==> config.mk <==
export PLATFORM = sky130hd
export DESIGN_NAME = cpu_axi_bridge
export DESIGN_NICKNAME = d
export VERILOG_FILES = /design/src/rtl/cpu_axi_bridge.sv
export SDC_FILE = /design/constraint.sdc
export NUM_CORES = 1
export LEC_CHECK = 0
export CORE_AREA = 2 2 146 148
export CTS_CLUSTER_DIAMETER = 80
export DETAILED_ROUTE_END_ITERATION = 16
export DIE_AREA = 0 0 148 150
export GPL_TIMING_DRIVEN = 0
export HOLD_SLACK_MARGIN = 0.08
export PLACE_DENSITY = 0.73
export SLEW_MARGIN = 20
export SYNTH_ARGS = -nofsm -noshare
export SYNTH_HDL_FRONTEND = slang
export SYNTH_SLANG_ARGS = --single-unit
==> constraint.sdc <==
create_clock -name clk -period 2.1 [get_ports clk]
set_input_delay 0.42 -clock clk [delete_from_list [all_inputs] [get_ports clk]]
set_output_delay 0.42 -clock clk [all_outputs]
set_load 0.05 [all_outputs]
==> src/rtl/cpu_axi_bridge.sv <==
// Bridges the core's SRAM-like instruction and data ports onto one single-beat AXI3 master.
// One read FSM is shared by fetch and load; a separate write FSM handles stores.
module cpu_axi_bridge #(
  parameter logic [3:0] INST_ID = 4'd0,
  parameter logic [3:0] DATA_ID = 4'd1
) (
  input  logic        clk,
  input  logic        resetn,
  input  logic        inst_sram_req,
  input  logic        inst_sram_wr,
  input  logic [1:0]  inst_sram_size,
  input  logic [31:0] inst_sram_addr,
  input  logic [3:0]  inst_sram_wstrb,
  input  logic [31:0] inst_sram_wdata,
  output logic        inst_sram_addr_ok,
  output logic        inst_sram_data_ok,
  output logic [31:0] inst_sram_rdata,
  input  logic        data_sram_req,
  input  logic        data_sram_wr,
  input  logic [1:0]  data_sram_size,
  input  logic [31:0] data_sram_addr,
  input  logic [3:0]  data_sram_wstrb,
  input  logic [31:0] data_sram_wdata,
  output logic        data_sram_addr_ok,
  output logic        data_sram_data_ok,
  output logic [31:0] data_sram_rdata,
  output logic [3:0]  arid,
  output logic [31:0] araddr,
  output logic [2:0]  arsize,
  output logic        arvalid,
  input  logic        arready,
  input  logic [3:0]  rid,
  input  logic [31:0] rdata,
  input  logic        rvalid,
  output logic        rready,
  output logic [3:0]  awid,
  output logic [31:0] awaddr,
  output logic [2:0]  awsize,
  output logic        awvalid,
  input  logic        awready,
  output logic [3:0]  wid,
  output logic [31:0] wdata,
  output logic [3:0]  wstrb,
  output logic        wvalid,
  input  logic        wready,
  input  logic        bvalid,
  output logic        bready
);

  typedef enum logic [1:0] {R_IDLE, R_AR, R_R} r_state_e;
  typedef enum logic [1:0] {W_IDLE, W_REQ, W_B} w_state_e;

  r_state_e    r_state_q, r_state_d;
  logic [3:0]  ar_id_q, ar_id_d;
  logic [31:0] ar_addr_q, ar_addr_d;
  logic [1:0]  ar_size_q, ar_size_d;
  logic        inst_ok_q, inst_ok_d;
  logic        rd_ok_q, rd_ok_d;
  logic [31:0] inst_rdata_q, inst_rdata_d;
  logic [31:0] data_rdata_q, data_rdata_d;

  w_state_e    w_state_q, w_state_d;
  logic [31:0] aw_addr_q, aw_addr_d;
  logic [1:0]  aw_size_q, aw_size_d;
  logic [3:0]  wstrb_q, wstrb_d;
  logic [31:0] wdata_q, wdata_d;
  logic        aw_done_q, aw_done_d;
  logic        w_done_q, w_done_d;
  logic        wr_ok_q, wr_ok_d;

  logic r_holds_data;
  logic data_rd_acc;
  logic data_wr_acc;
  logic inst_acc;

  // Fetch is read-only, so its write-side inputs carry nothing
  logic unused_inst_wr_side;
  assign unused_inst_wr_side = ^{inst_sram_wr, inst_sram_wstrb, inst_sram_wdata};

  // Data reads and writes exclude each other so the data port stays in order
  assign r_holds_data = (r_state_q != R_IDLE) && (ar_id_q == DATA_ID);
  assign data_rd_acc  = data_sram_req && !data_sram_wr && (r_state_q == R_IDLE) && (w_state_q == W_IDLE);
  assign data_wr_acc  = data_sram_req && data_sram_wr && (w_state_q == W_IDLE) && !r_holds_data;
  assign inst_acc     = inst_sram_req && (r_state_q == R_IDLE) && !data_rd_acc;

  assign inst_sram_addr_ok = inst_acc;
  assign data_sram_addr_ok = data_rd_acc || data_wr_acc;
  assign inst_sram_data_ok = inst_ok_q;
  assign data_sram_data_ok = rd_ok_q || wr_ok_q;
  assign inst_sram_rdata   = inst_rdata_q;
  assign data_sram_rdata   = data_rdata_q;

  assign arvalid = (r_state_q == R_AR);
  assign arid    = ar_id_q;
  assign araddr  = ar_addr_q;
  assign arsize  = {1'b0, ar_size_q};
  assign rready  = (r_state_q == R_R);

  assign awvalid = (w_state_q == W_REQ) && !aw_done_q;
  assign wvalid  = (w_state_q == W_REQ) && !w_done_q;
  assign bready  = (w_state_q == W_B);
  assign awid    = DATA_ID;
  assign wid     = DATA_ID;
  assign awaddr  = aw_addr_q;
  assign awsize  = {1'b0, aw_size_q};
  assign wstrb   = wstrb_q;
  assign wdata   = wdata_q;

  always_comb begin
    r_state_d    = r_state_q;
    ar_id_d      = ar_id_q;
    ar_addr_d    = ar_addr_q;
    ar_size_d    = ar_size_q;
    inst_ok_d    = 1'b0;
    rd_ok_d      = 1'b0;
    inst_rdata_d = inst_rdata_q;
    data_rdata_d = data_rdata_q;
    unique case (r_state_q)
      R_IDLE: begin
        if (data_rd_acc) begin
          ar_id_d   = DATA_ID;
          ar_addr_d = data_sram_addr;
          ar_size_d = data_sram_size;
          r_state_d = R_AR;
        end else if (inst_acc) begin
          ar_id_d   = INST_ID;
          ar_addr_d = inst_sram_addr;
          ar_size_d = inst_sram_size;
          r_state_d = R_AR;
        end
      end
      R_AR: begin
        if (arready) r_state_d = R_R;
      end
      R_R: begin
        if (rvalid) begin
          if (rid == DATA_ID) begin
            rd_ok_d      = 1'b1;
            data_rdata_d = rdata;
          end else begin
            inst_ok_d    = 1'b1;
            inst_rdata_d = rdata;
          end
          r_state_d = R_IDLE;
        end
      end
      default: r_state_d = R_IDLE;
    endcase
  end

  always_comb begin
    w_state_d = w_state_q;
    aw_addr_d = aw_addr_q;
    aw_size_d = aw_size_q;
    wstrb_d   = wstrb_q;
    wdata_d   = wdata_q;
    aw_done_d = aw_done_q;
    w_done_d  = w_done_q;
    wr_ok_d   = 1'b0;
    unique case (w_state_q)
      W_IDLE: begin
        if (data_wr_acc) begin
          aw_addr_d = data_sram_addr;
          aw_size_d = data_sram_size;
          wstrb_d   = data_sram_wstrb;
          wdata_d   = data_sram_wdata;
          aw_done_d = 1'b0;
          w_done_d  = 1'b0;
          w_state_d = W_REQ;
        end
      end
      W_REQ: begin
        // AW and W handshake independently; move on once both are done
        aw_done_d = aw_done_q || awready;
        w_done_d  = w_done_q || wready;
        if ((aw_done_q || awready) && (w_done_q || wready)) w_state_d = W_B;
      end
      W_B: begin
        if (bvalid) begin
          wr_ok_d   = 1'b1;
          w_state_d = W_IDLE;
        end
      end
      default: w_state_d = W_IDLE;
    endcase
  end

  always_ff @(posedge clk or negedge resetn) begin
    if (!resetn) begin
      r_state_q    <= R_IDLE;
      ar_id_q      <= 4'd0;
      ar_addr_q    <= 32'd0;
      ar_size_q    <= 2'd0;
      inst_ok_q    <= 1'b0;
      rd_ok_q      <= 1'b0;
      inst_rdata_q <= 32'd0;
      data_rdata_q <= 32'd0;
      w_state_q    <= W_IDLE;
      aw_addr_q    <= 32'd0;
      aw_size_q    <= 2'd0;
      wstrb_q      <= 4'd0;
      wdata_q      <= 32'd0;
      aw_done_q    <= 1'b0;
      w_done_q     <= 1'b0;
      wr_ok_q      <= 1'b0;
    end else begin
      r_state_q    <= r_state_d;
      ar_id_q      <= ar_id_d;
      ar_addr_q    <= ar_addr_d;
      ar_size_q    <= ar_size_d;
      inst_ok_q    <= inst_ok_d;
      rd_ok_q      <= rd_ok_d;
      inst_rdata_q <= inst_rdata_d;
      data_rdata_q <= data_rdata_d;
      w_state_q    <= w_state_d;
      aw_addr_q    <= aw_addr_d;
      aw_size_q    <= aw_size_d;
      wstrb_q      <= wstrb_d;
      wdata_q      <= wdata_d;
      aw_done_q    <= aw_done_d;
      w_done_q     <= w_done_d;
      wr_ok_q      <= wr_ok_d;
    end
  end

endmodule

# Yosys cells after proc, flatten, opt, wreduce, memory -nomap -nowiden
# Cells that the tools add are included.
# word_totals
register_bits	181
input_bits	187
output_inout_bits	191
word_cells	88
# op_classes
n_eq_ne	12
n_mux	26
bitwise	1
reduce_logical	33
# ops
cell	n
$mux W32	2
$mux W2	9
$logic_and A1 B1 Y1	12
$pmux W2 S3	2
$reduce_and A3 Y1	4
$mux W1	9
$eq A4 B1 Y1 const B	2
$mux W4	2
$ne A2 B2 Y1 const B	3
$reduce_and A2 Y1	3
$reduce_bool A2 Y1	3
$logic_not A1 Y1	5
$eq A2 B1 Y1 const B	2
$eq A2 B2 Y1 const B	2
$logic_not A2 Y1	2
$logic_or A1 B1 Y1	4
$ne A2 B1 Y1 const B	2
$pmux W1 S2	2
$ne A3 B3 Y1 const B	1
$not A1 Y1	1

# Depth between registers and ports, before layout
# Gate-level depths: netlist of run 1.
# logic_depth
depth_word	9
ltp_mapped	5
depth_no_buf	3

# Worst setup path before layout of run 1
# No wires, ideal clock.
# synth_timing
path_kind	register to output
startpoint	register ar_id_q[0], in the netlist arid[0]
endpoint	output port data_sram_addr_ok
arrival_time_ps	1553
required_time_ps	1680
path_slack_ps	127
path_stages_with_launch	5
n_path_buf	1
path_cell_list	dfrtp_1 -> o21ai_1 -> nand4_2 -> buf_2 -> nand2_1
# synth_between
elab_chain_cells	5
# synth_rtl
item	line_no	source
from (decl)	54	logic [3:0] ar_id_q, ar_id_d;
from (signal assigned)	208	ar_id_q <= ar_id_d;
$eq A4 B1 Y1	81	assign r_holds_data = (r_state_q != R_IDLE) && (ar_id_q == DATA_ID);
$logic_and A1 B1 Y1	81	
$logic_not A1 Y1	83	assign data_wr_acc = data_sram_req && data_sram_wr && (w_state_q == W_IDLE) && !r_holds_data;
$logic_and A1 B1 Y1	83	
$logic_or A1 B1 Y1	87	assign data_sram_addr_ok = data_rd_acc || data_wr_acc;
to (decl)	24	output logic data_sram_addr_ok,
# Every way passes these cells.

# Worst setup path after layout of run 1
# layout_timing
startpoint	register r_state_q[0]
endpoint	output port data_sram_addr_ok
# layout_between
elab_chain_cells	5
word_cells_on_any_way	8
classes_between	reduce/logical: 8
# layout_rtl
item	line_no	source
from (decl)	53	r_state_e r_state_q, r_state_d;
from (signal assigned)	207	r_state_q <= r_state_d;
$reduce_bool A2 Y1	81	
$logic_and A1 B1 Y1	81	
$logic_not A1 Y1	83	
$logic_and A1 B1 Y1	83	
$logic_or A1 B1 Y1 (*)	87	
# Mark *: on every way between the ends. The rest lies on a longest branch, timed or not.

==> impl_metrics.prom, run 1 <==
# TYPE chip_impl_metric gauge
chip_impl_metric{name="routed_wl",unit="mm"} 19.39
chip_impl_metric{name="setup_viol",unit=""} 0
chip_impl_metric{name="achievable-frequency",unit="MHz"} 486.0
chip_impl_metric{name="maximum_number_of_pins_on_one_net_before_global_route_repair",unit=""} 95
chip_impl_metric{name="core_area",unit="mm²"} 0.02069
chip_impl_metric{name="cp_data_required_time",unit="ns"} 1.68
chip_impl_info{name="cp_cell_sequence",value="buf_6 -> o21ai_4 -> nand4_4 -> buf_12 -> nand2_2 -> buf_6"} 1
chip_impl_metric{name="routed-via-count",unit=""} 4997
chip_impl_metric{name="chipWidth",unit="µm"} 148
chip_impl_metric{name="number_of_cts_inserted_buffers",unit=""} 17
chip_impl_metric{name="critical_path.max_fanout",unit=""} 7
chip_impl_metric{name="worstSkewPairLatency",unit="ns"} 0.42
chip_impl_metric{name="fraction_of_the_cycle_the_final_worst_path_needs",unit=""} 0.9799
chip_impl_metric{name="drt_drc_violations_left",unit=""} 0
chip_impl_metric{name="path_depth",unit=""} 6
chip_impl_metric{name="drv_cap",unit=""} 0
chip_impl_metric{name="place_inst",unit=""} 1069
chip_impl_metric{name="critical_path_buffer_and_inverter_count",unit=""} 3
chip_impl_metric{name="io_buffers",unit=""} 327
chip_impl_metric{name="seqCellArea",unit="mm²"} 0.004456
chip_impl_info{name="ys_top_cells_by_area",value="sky130_fd_sc_hd__dfrtp_1 61%, sky130_fd_sc_hd__mux2_2 23%, sky130_fd_sc_hd__mux2_1 8.7%"} 1
chip_impl_metric{name="tritoncts_num_sinks",unit=""} 178
chip_impl_metric{name="drt_pre_antenna_iters",unit=""} 4
chip_impl_metric{name="nNetsFinal",unit=""} 1013
chip_impl_metric{name="finalCriticalPeriod",unit="ns"} 2.058
chip_impl_metric{name="timing_worst_slew_pin_value",unit="ns"} 0.7426
chip_impl_metric{name="setup_tns",unit="ns"} 0
chip_impl_metric{name="final_max_slew_viol_count",unit=""} 0
chip_impl_metric{name="power-per-cell-area",unit="mW/mm²"} 1849
chip_impl_metric{name="finalHoldViolCount",unit=""} 0
chip_impl_metric{name="drt-vias-per-instance",unit=""} 4.486
chip_impl_info{name="worst_setup_path_end_kind",value="output pin"} 1
chip_impl_info{name="timing_worst_setup_path_type",value="reg -> out"} 1
chip_impl_info{name="type_of_origin_of_the_critical_path",value="flip-flop"} 1
chip_impl_metric{name="die_height",unit="µm"} 150
chip_impl_metric{name="worst_hold_path.num_cells",unit=""} 1
chip_impl_metric{name="critical_path.max_stage_delay",unit="ns"} 0.43
chip_impl_metric{name="leakage",unit="nW"} 5.110
chip_impl_metric{name="netlist_area",unit="mm²"} 0.007248
chip_impl_metric{name="grt_first_pass_wirelength",unit="mm"} 29.10
chip_impl_info{name="rsz0062_at_grt",value="true"} 1
chip_impl_metric{name="drive_above_1_share",unit=""} 0.2920
chip_impl_metric{name="cts_max_path_buffers",unit=""} 2
chip_impl_metric{name="global_route.overflow_total",unit=""} 0
chip_impl_info{name="clk_root_buffer_cell",value="sky130_fd_sc_hd__clkbuf_16"} 1
chip_impl_metric{name="reg2reg_depth",unit=""} 7
chip_impl_metric{name="count_of_pins_on_the_block_boundary",unit=""} 378
chip_impl_metric{name="groute.usage.overall",unit=""} 0.1718
chip_impl_metric{name="synthCells",unit=""} 455
chip_impl_metric{name="synth_area_per_cell",unit="µm²"} 15.93
chip_impl_metric{name="synth_largest_type_area_fraction",unit=""} 0.6145
chip_impl_info{name="mostFrequentLayoutCell",value="sky130_fd_sc_hd__clkdlybuf4s50_1"} 1
chip_impl_metric{name="average_routed_wire_per_standard_cell",unit="µm"} 17.40
chip_impl_info{name="run_status",value="finished clean"} 1
chip_impl_metric{name="row_count",unit=""} 53
chip_impl_metric{name="placed_area",unit="mm²"} 0.01094
chip_impl_metric{name="synth-warning-count",unit=""} 0
chip_impl_metric{name="number_of_antenna_violations_at_the_first_check_in_global_routing",unit=""} 0
chip_impl_metric{name="dp.final_hpwl",unit="mm"} 14.32
chip_impl_metric{name="nFillCells",unit=""} 1733
chip_impl_metric{name="synth-seq-area-share",unit=""} 0.6145
chip_impl_metric{name="area_of_the_multi_input_gates",unit="mm²"} 0.002596
chip_impl_metric{name="finish.cell_count_without_fillers",unit=""} 1114
chip_impl_info{name="post_synth_top_area_cell",value="sky130_fd_sc_hd__dfrtp_1"} 1
chip_impl_metric{name="final.setup_skew",unit="ns"} 0.005983
chip_impl_info{name="mostFrequentLayoutCells",value="310 x sky130_fd_sc_hd__clkdlybuf4s50_1, 177 x sky130_fd_sc_hd__dfrtp_1, 146 x sky130_fd_sc_hd__mux2_2, 56 x sky130_fd_sc_hd__mux2_1, 27 x sky130_fd_sc_hd__buf_4"} 1
chip_impl_metric{name="dr.first_iter.drc_count",unit=""} 78
chip_impl_info{name="min-delay-path-class",value="reg -> reg"} 1
chip_impl_metric{name="cts_max_level",unit=""} 4
chip_impl_metric{name="clock_transition_at_the_register_clock_pins_on_the_worst_setup_and_hold_paths_after_cts",unit="ns"} 0.07
chip_impl_info{name="crit_family",value="buffers and inverters"} 1
chip_impl_metric{name="finish.instance_area",unit="mm²"} 0.01178
chip_impl_info{name="slowest_stage_cell_cp",value="sky130_fd_sc_hd__dfrtp_1"} 1
chip_impl_info{name="critPathMostFrequentCell",value="sky130_fd_sc_hd__buf_6"} 1
chip_impl_metric{name="area_growth",unit="%"} 62.47
chip_impl_metric{name="yosys_register_bits",unit=""} 178
chip_impl_info{name="cts_tree",value="yes"} 1
chip_impl_metric{name="utilization_of_the_core_after_routing",unit=""} 0.5692
chip_impl_metric{name="arrival",unit="ns"} 1.64
chip_impl_metric{name="yosys.cell_types.count",unit=""} 30
chip_impl_metric{name="start_util",unit=""} 0.3503
chip_impl_metric{name="via_count_of_the_first_global_routing_pass",unit=""} 5237
chip_impl_metric{name="floorplan.die_area",unit="mm²"} 0.02220
chip_impl_metric{name="ir_worst_vdd",unit="V"} 0.001232
chip_impl_metric{name="antenna_cells_inserted",unit=""} 0
chip_impl_metric{name="gp_routability_congestion",unit=""} 0.7494
chip_impl_metric{name="relSlewSlack",unit=""} 0.5049
chip_impl_metric{name="hold_slack",unit="ns"} 0.4824
chip_impl_metric{name="antenna_left",unit=""} 0
[cell families after synthesis]
group	share of synthesized area
compound gates	0.007595
flops	0.6145
mux	0.3138
other cells	0.001036
buf+inv	0.03953
simple gates	0.02348
[worst reg2reg max path, delay by kind of cell (launching register included)]
| family | cells | cell delay [ns] |
|---|---|---|
| mux | 1 | 0.32 |
| flops | 1 | 0.45 |
| simple gates | 2 | 0.32 |
| buf+inv | 4 | 0.74 |
[what timing repair did]
| action | in CTS | in global routing |
|---|---|---|
| endpoints found under the hold margin | 84 | 0 |
| endpoints found under the setup margin | 9 | 10 |
| gates resized for setup | 40 | 28 |
| hold buffers | 1 | 0 |
| pin swaps | 2 | 5 |
| buffers inserted | 5 | 8 |
[Yosys cell counts (all sizes together)]
master and n:
nor2 5, nor2b 3, a22o 1, buf 34, or2 1, o21a 2, conb 2, dfrtp 178
clkbuf 1, nand2b 2, inv 5, and3 1, and2 2, mux2 202, nand2 3, o22ai 1
nand4b 1, nand3 1, nor4b 1, nor3 1, o21ai 3, nand4 1, nor3b 2, a21oi 2
[flip-flops by register name, summed over array words and instances (netlist names)]
signal	count
awaddr	32
rd_ok_q	1
aw_done_q	1
w_done_q	1
arid	1
inst_sram_data_ok	1
inst_sram_rdata	32
aw_size_q	2
wr_ok_q	1
r_state_q	2
wstrb	4
ar_size_q	2
w_state_q	2
wdata	32
data_sram_rdata	32
araddr	32
[power breakdown]
| group | total, W | switching (W) | internal, W |
|---|---|---|---|
| combinational | 0.0125 | 0.00776 | 0.00472 |
| clock | 0.00346 | 0.00141 | 0.00205 |
| sequential | 0.00582 | 0.000801 | 0.00502 |
| total | 0.0218 | 0.00998 | 0.0118 |
[layout make-up]
type,count,area share
flip-flops and latches,178,0.3783
repair buffers,342,0.2905
multi-input cells,248,0.2205
clock buffers,19,0.03761
well taps,275,0.02922
plain buffers,34,0.02561
clock inverters,13,0.01668
inverters,5,0.001594
[worst paths after layout]
kind / startpoint / slack (ns) / end
setup reg to reg: r_state_q[1]$_DFFE_PN0P_ / 0.15 / araddr[24]$_DFFE_PN0P_
setup / recovery: r_state_q[0]$_DFFE_PN0P_ / 0.04 / data_sram_addr_ok
max in group asynchronous: resetn / 0.59 / r_state_q[1]$_DFFE_PN0P_
hold / removal: inst_sram_rdata[16]$_DFFE_PN0P_ / 0.48 / inst_sram_rdata[16]$_DFFE_PN0P_
min in group asynchronous: resetn / 0.57 / wdata[10]$_DFFE_PN0P_
hold reg to reg: inst_sram_rdata[16]$_DFFE_PN0P_ / 0.48 / inst_sram_rdata[16]$_DFFE_PN0P_
[layer usage]
layer,vias to the layer above,global-route usage,wire length (µm)
met5,-,0,0
met4,0,0.05143,248
met3,13,0.07195,1687
met2,201,0.2919,9807
met1,2465,0.1987,7646
li1,2318,-,-
[stage by stage]
stage / worst slack (ns) / total power, W
after floorplan: 0.1272 / 0.01387
after global placement: -7.052 / 0.01811
after detailed placement: -1.118 / 0.01825
after CTS: -0.1797 / 0.02188
after global routing: -0.04680 / 0.02272
final: 0.04218 / 0.02177
No activity file was read; power rests on OpenSTA's default activity.
==> run 2: changes to the inputs <==
TNS_END_PERCENT = 10   (was unset)
==> run 2 against run 1 <==
Via count hardly changed. Non-clock buffer count grew 1. Total power about the same. Routed wire length decreased by 0.11%. Cell area about the same. Maximum frequency is 1.9% lower. Clock power about the same. Utilization is essentially flat. Critical endpoint unchanged. Largest power group unchanged.
==> impl_metrics.prom, run 2 (synthesized netlist as in run 1, its figures left out) <==
# TYPE chip_impl_metric gauge
chip_impl_info{name="route.top_layer_used",value="met4"} 1
chip_impl_metric{name="drv_cap",unit=""} 0
chip_impl_info{name="type_of_origin_of_the_critical_path",value="flip-flop"} 1
chip_impl_metric{name="power-per-cell-area",unit="mW/mm²"} 1848
chip_impl_metric{name="number_of_antenna_violations_at_the_first_check_in_global_routing",unit=""} 0
chip_impl_metric{name="clock_share_of_power",unit=""} 0.159
chip_impl_metric{name="groute.usage.overall",unit=""} 0.1718
chip_impl_metric{name="cts_max_level",unit=""} 4
chip_impl_info{name="worst_setup_path_end_kind",value="output pin"} 1
chip_impl_metric{name="count_of_pins_on_the_block_boundary",unit=""} 378
chip_impl_metric{name="arrival",unit="ns"} 1.68
chip_impl_metric{name="antenna_left",unit=""} 0
chip_impl_metric{name="route.met3.wl",unit="mm"} 1.683
chip_impl_metric{name="cts_max_path_buffers",unit=""} 2
chip_impl_metric{name="routed-via-count",unit=""} 4998
chip_impl_info{name="rsz0062_at_grt",value="true"} 1
chip_impl_metric{name="finalHoldViolCount",unit=""} 0
chip_impl_metric{name="cp_data_required_time",unit="ns"} 1.68
chip_impl_metric{name="average_routed_wire_per_standard_cell",unit="µm"} 17.37
chip_impl_metric{name="setup_viol",unit=""} 0
chip_impl_info{name="mostFrequentLayoutCells",value="310 x sky130_fd_sc_hd__clkdlybuf4s50_1, 177 x sky130_fd_sc_hd__dfrtp_1, 146 x sky130_fd_sc_hd__mux2_2, 56 x sky130_fd_sc_hd__mux2_1, 29 x sky130_fd_sc_hd__buf_4"} 1
chip_impl_info{name="timing_worst_setup_path_type",value="reg -> out"} 1
chip_impl_metric{name="critical_path.max_fanout",unit=""} 7
chip_impl_metric{name="ir_worst_vdd",unit="V"} 0.001232
chip_impl_metric{name="wl_met1",unit="mm"} 7.682
chip_impl_metric{name="dr.first_iter.drc_count",unit=""} 86
chip_impl_metric{name="dp.final_hpwl",unit="mm"} 14.32
chip_impl_metric{name="tritoncts_num_sinks",unit=""} 178
chip_impl_metric{name="relSlewSlack",unit=""} 0.4986
chip_impl_info{name="slowest_stage_cell_cp",value="sky130_fd_sc_hd__dfrtp_2"} 1
chip_impl_metric{name="nNetsFinal",unit=""} 1014
chip_impl_metric{name="finalCriticalPeriod",unit="ns"} 2.099
chip_impl_info{name="min-delay-path-class",value="reg -> reg"} 1
chip_impl_metric{name="achievable-frequency",unit="MHz"} 476.5
chip_impl_metric{name="share_of_power_burned_in_registers",unit=""} 0.267
chip_impl_metric{name="drt_pre_antenna_iters",unit=""} 4
chip_impl_metric{name="drt-vias-per-instance",unit=""} 4.483
chip_impl_metric{name="global_route.overflow_total",unit=""} 0
chip_impl_metric{name="area_growth",unit="%"} 62.61
chip_impl_metric{name="row_count",unit=""} 53
chip_impl_metric{name="fraction_of_the_cycle_the_final_worst_path_needs",unit=""} 0.9994
chip_impl_metric{name="chipWidth",unit="µm"} 148
chip_impl_metric{name="timing_worst_slew_pin_value",unit="ns"} 0.7520
chip_impl_metric{name="switching_share",unit=""} 0.4583
chip_impl_metric{name="postLayoutSetupSlackWorst",unit="ns"} 0.001332
chip_impl_metric{name="detailedPlace.worstSlack",unit="ns"} -1.118
chip_impl_metric{name="start_util",unit=""} 0.3503
chip_impl_metric{name="reg2reg_depth",unit=""} 6
chip_impl_metric{name="drt_drc_violations_left",unit=""} 0
chip_impl_metric{name="grt_first_pass_wirelength",unit="mm"} 29.08
chip_impl_metric{name="via_count_of_the_first_global_routing_pass",unit=""} 5225
chip_impl_metric{name="power.switching",unit="W"} 0.009979
chip_impl_metric{name="number_of_cts_inserted_buffers",unit=""} 17
chip_impl_metric{name="die_height",unit="µm"} 150
chip_impl_metric{name="worstSkewPairLatency",unit="ns"} 0.42
chip_impl_metric{name="power.internal",unit="W"} 0.01180
chip_impl_metric{name="core_area",unit="mm²"} 0.02069
chip_impl_metric{name="critical_path.max_stage_delay",unit="ns"} 0.43
chip_impl_info{name="min_from",value="inst_sram_rdata[16]$_DFFE_PN0P_"} 1
chip_impl_info{name="critical_path.reg2reg.startpoint",value="r_state_q[1]$_DFFE_PN0P_"} 1
chip_impl_info{name="run_status",value="finished clean"} 1
chip_impl_metric{name="leakage",unit="nW"} 5.112
chip_impl_metric{name="drive_above_1_share",unit=""} 0.2929
chip_impl_metric{name="power_frac_comb",unit=""} 0.574
chip_impl_metric{name="worst-r2r-setup-slack",unit="ns"} 0.23
chip_impl_metric{name="antenna_cells_inserted",unit=""} 0
chip_impl_info{name="reg2reg_to",value="araddr[11]$_DFFE_PN0P_"} 1
chip_impl_metric{name="critical_path_buffer_and_inverter_count",unit=""} 3
chip_impl_info{name="clk_root_buffer_cell",value="sky130_fd_sc_hd__clkbuf_16"} 1
chip_impl_metric{name="routed_wl",unit="mm"} 19.37
chip_impl_info{name="cp_cell_sequence",value="buf_4 -> o21ai_4 -> nand4_4 -> buf_12 -> nand2_2 -> buf_6"} 1
chip_impl_info{name="mostFrequentLayoutCell",value="sky130_fd_sc_hd__clkdlybuf4s50_1"} 1
chip_impl_metric{name="final.setup_skew",unit="ns"} 0.006108
chip_impl_metric{name="route.met2.wl",unit="mm"} 9.754
chip_impl_info{name="crit_family",value="buffers and inverters"} 1
chip_impl_info{name="whs_endpoint",value="inst_sram_rdata[16]$_DFFE_PN0P_"} 1
chip_impl_metric{name="floorplan.die_area",unit="mm²"} 0.02220
chip_impl_metric{name="final_max_slew_viol_count",unit=""} 0
chip_impl_metric{name="clock_transition_at_the_register_clock_pins_on_the_worst_setup_and_hold_paths_after_cts",unit="ns"} 0.07
chip_impl_metric{name="io_buffers",unit=""} 327
chip_impl_metric{name="maximum_number_of_pins_on_one_net_before_global_route_repair",unit=""} 95
chip_impl_metric{name="setup_tns",unit="ns"} 0
chip_impl_metric{name="gp_routability_congestion",unit=""} 0.7494
chip_impl_metric{name="hold_slack",unit="ns"} 0.4824
chip_impl_metric{name="worst_hold_path.num_cells",unit=""} 1
chip_impl_info{name="cts_tree",value="yes"} 1
==> run 2: power groups by stage <==
| stage | clock network, W | registers, W | logic (W) |
|---|---|---|---|
| after floorplan | 0 | 0.0112 | 0.00266 |
| after global placement | 0 | 0.00581 | 0.0123 |
| after detailed placement | 0 | 0.00587 | 0.0124 |
| after CTS | 0.00356 | 0.00582 | 0.0125 |
| after global routing | 0.00371 | 0.00603 | 0.0130 |
| final | 0.00346 | 0.00582 | 0.0125 |
==> run 2: layer usage <==
| layer | track usage | up-vias |
|---|---|---|
| met5 | 0 | - |
| met4 | 0.05143 | 0 |
| met3 | 0.07195 | 13 |
| met2 | 0.2917 | 201 |
| met1 | 0.1987 | 2466 |
| li1 | - | 2318 |
==> run 2: worst max-delay path by stage <==
stage / startpoint / endpoint / slack (ns) / depth (start not counted)
finish: r_state_q[1]$_DFFE_PN0P_ / data_sram_addr_ok / 0.001 / 6
global route: r_state_q[1]$_DFFE_PN0P_ / inst_sram_addr_ok / -0.07 / 5
CTS: r_state_q[0]$_DFFE_PN0P_ / inst_sram_addr_ok / -0.25 / 6
detailed placement: data_sram_wr / inst_sram_addr_ok / -1.12 / 7
global placement: resetn / araddr[19]$_DFFE_PN0P_ / -7.05 / 1
floorplan: arid[0]$_DFFE_PN0P_ / data_sram_addr_ok / 0.13 / 4
==> run 2: area by class of cell <==
type | instances | area [µm²]
Inverter | 5 | 18.77
Timing Repair Buffer | 343 | 3431
Tap cell | 275 | 344.1
Clock buffer | 19 | 442.9
Sequential cell | 178 | 4456
Buffer | 34 | 301.5
Clock inverter | 13 | 196.4
Multi-Input combinational cell | 248 | 2596
Fill cell | 1725 | 8904
==> run 2: stage by stage <==
stage	area (µm²)	std cells	power, W	util
final	11790	1115	0.02178	0.5697
after global routing	11790	1115	0.02272	0.5697
after CTS	11630	1104	0.02184	0.5622
after detailed placement	10940	1069	0.01825	0.5287
after global placement	10910	1068	0.01811	0.5272
after floorplan	7289	466	0.01387	-
==> run 2: worst register-to-register path: cells and delay by family (launching register included) <==
kind,cells,cell delay (ns)
flops,1,0.43
mux,2,0.61
buf+inv,3,0.53
simple gates,1,0.18
==> run 2: repair_timing <==
action | CTS | global route
pin swaps | 1 | 6
hold buffers | 1 | 0
gates resized for setup | 37 | 28
setup endpoints to repair | 9 | 11
buffers inserted | 2 | 12
hold endpoints to repair | 84 | 0
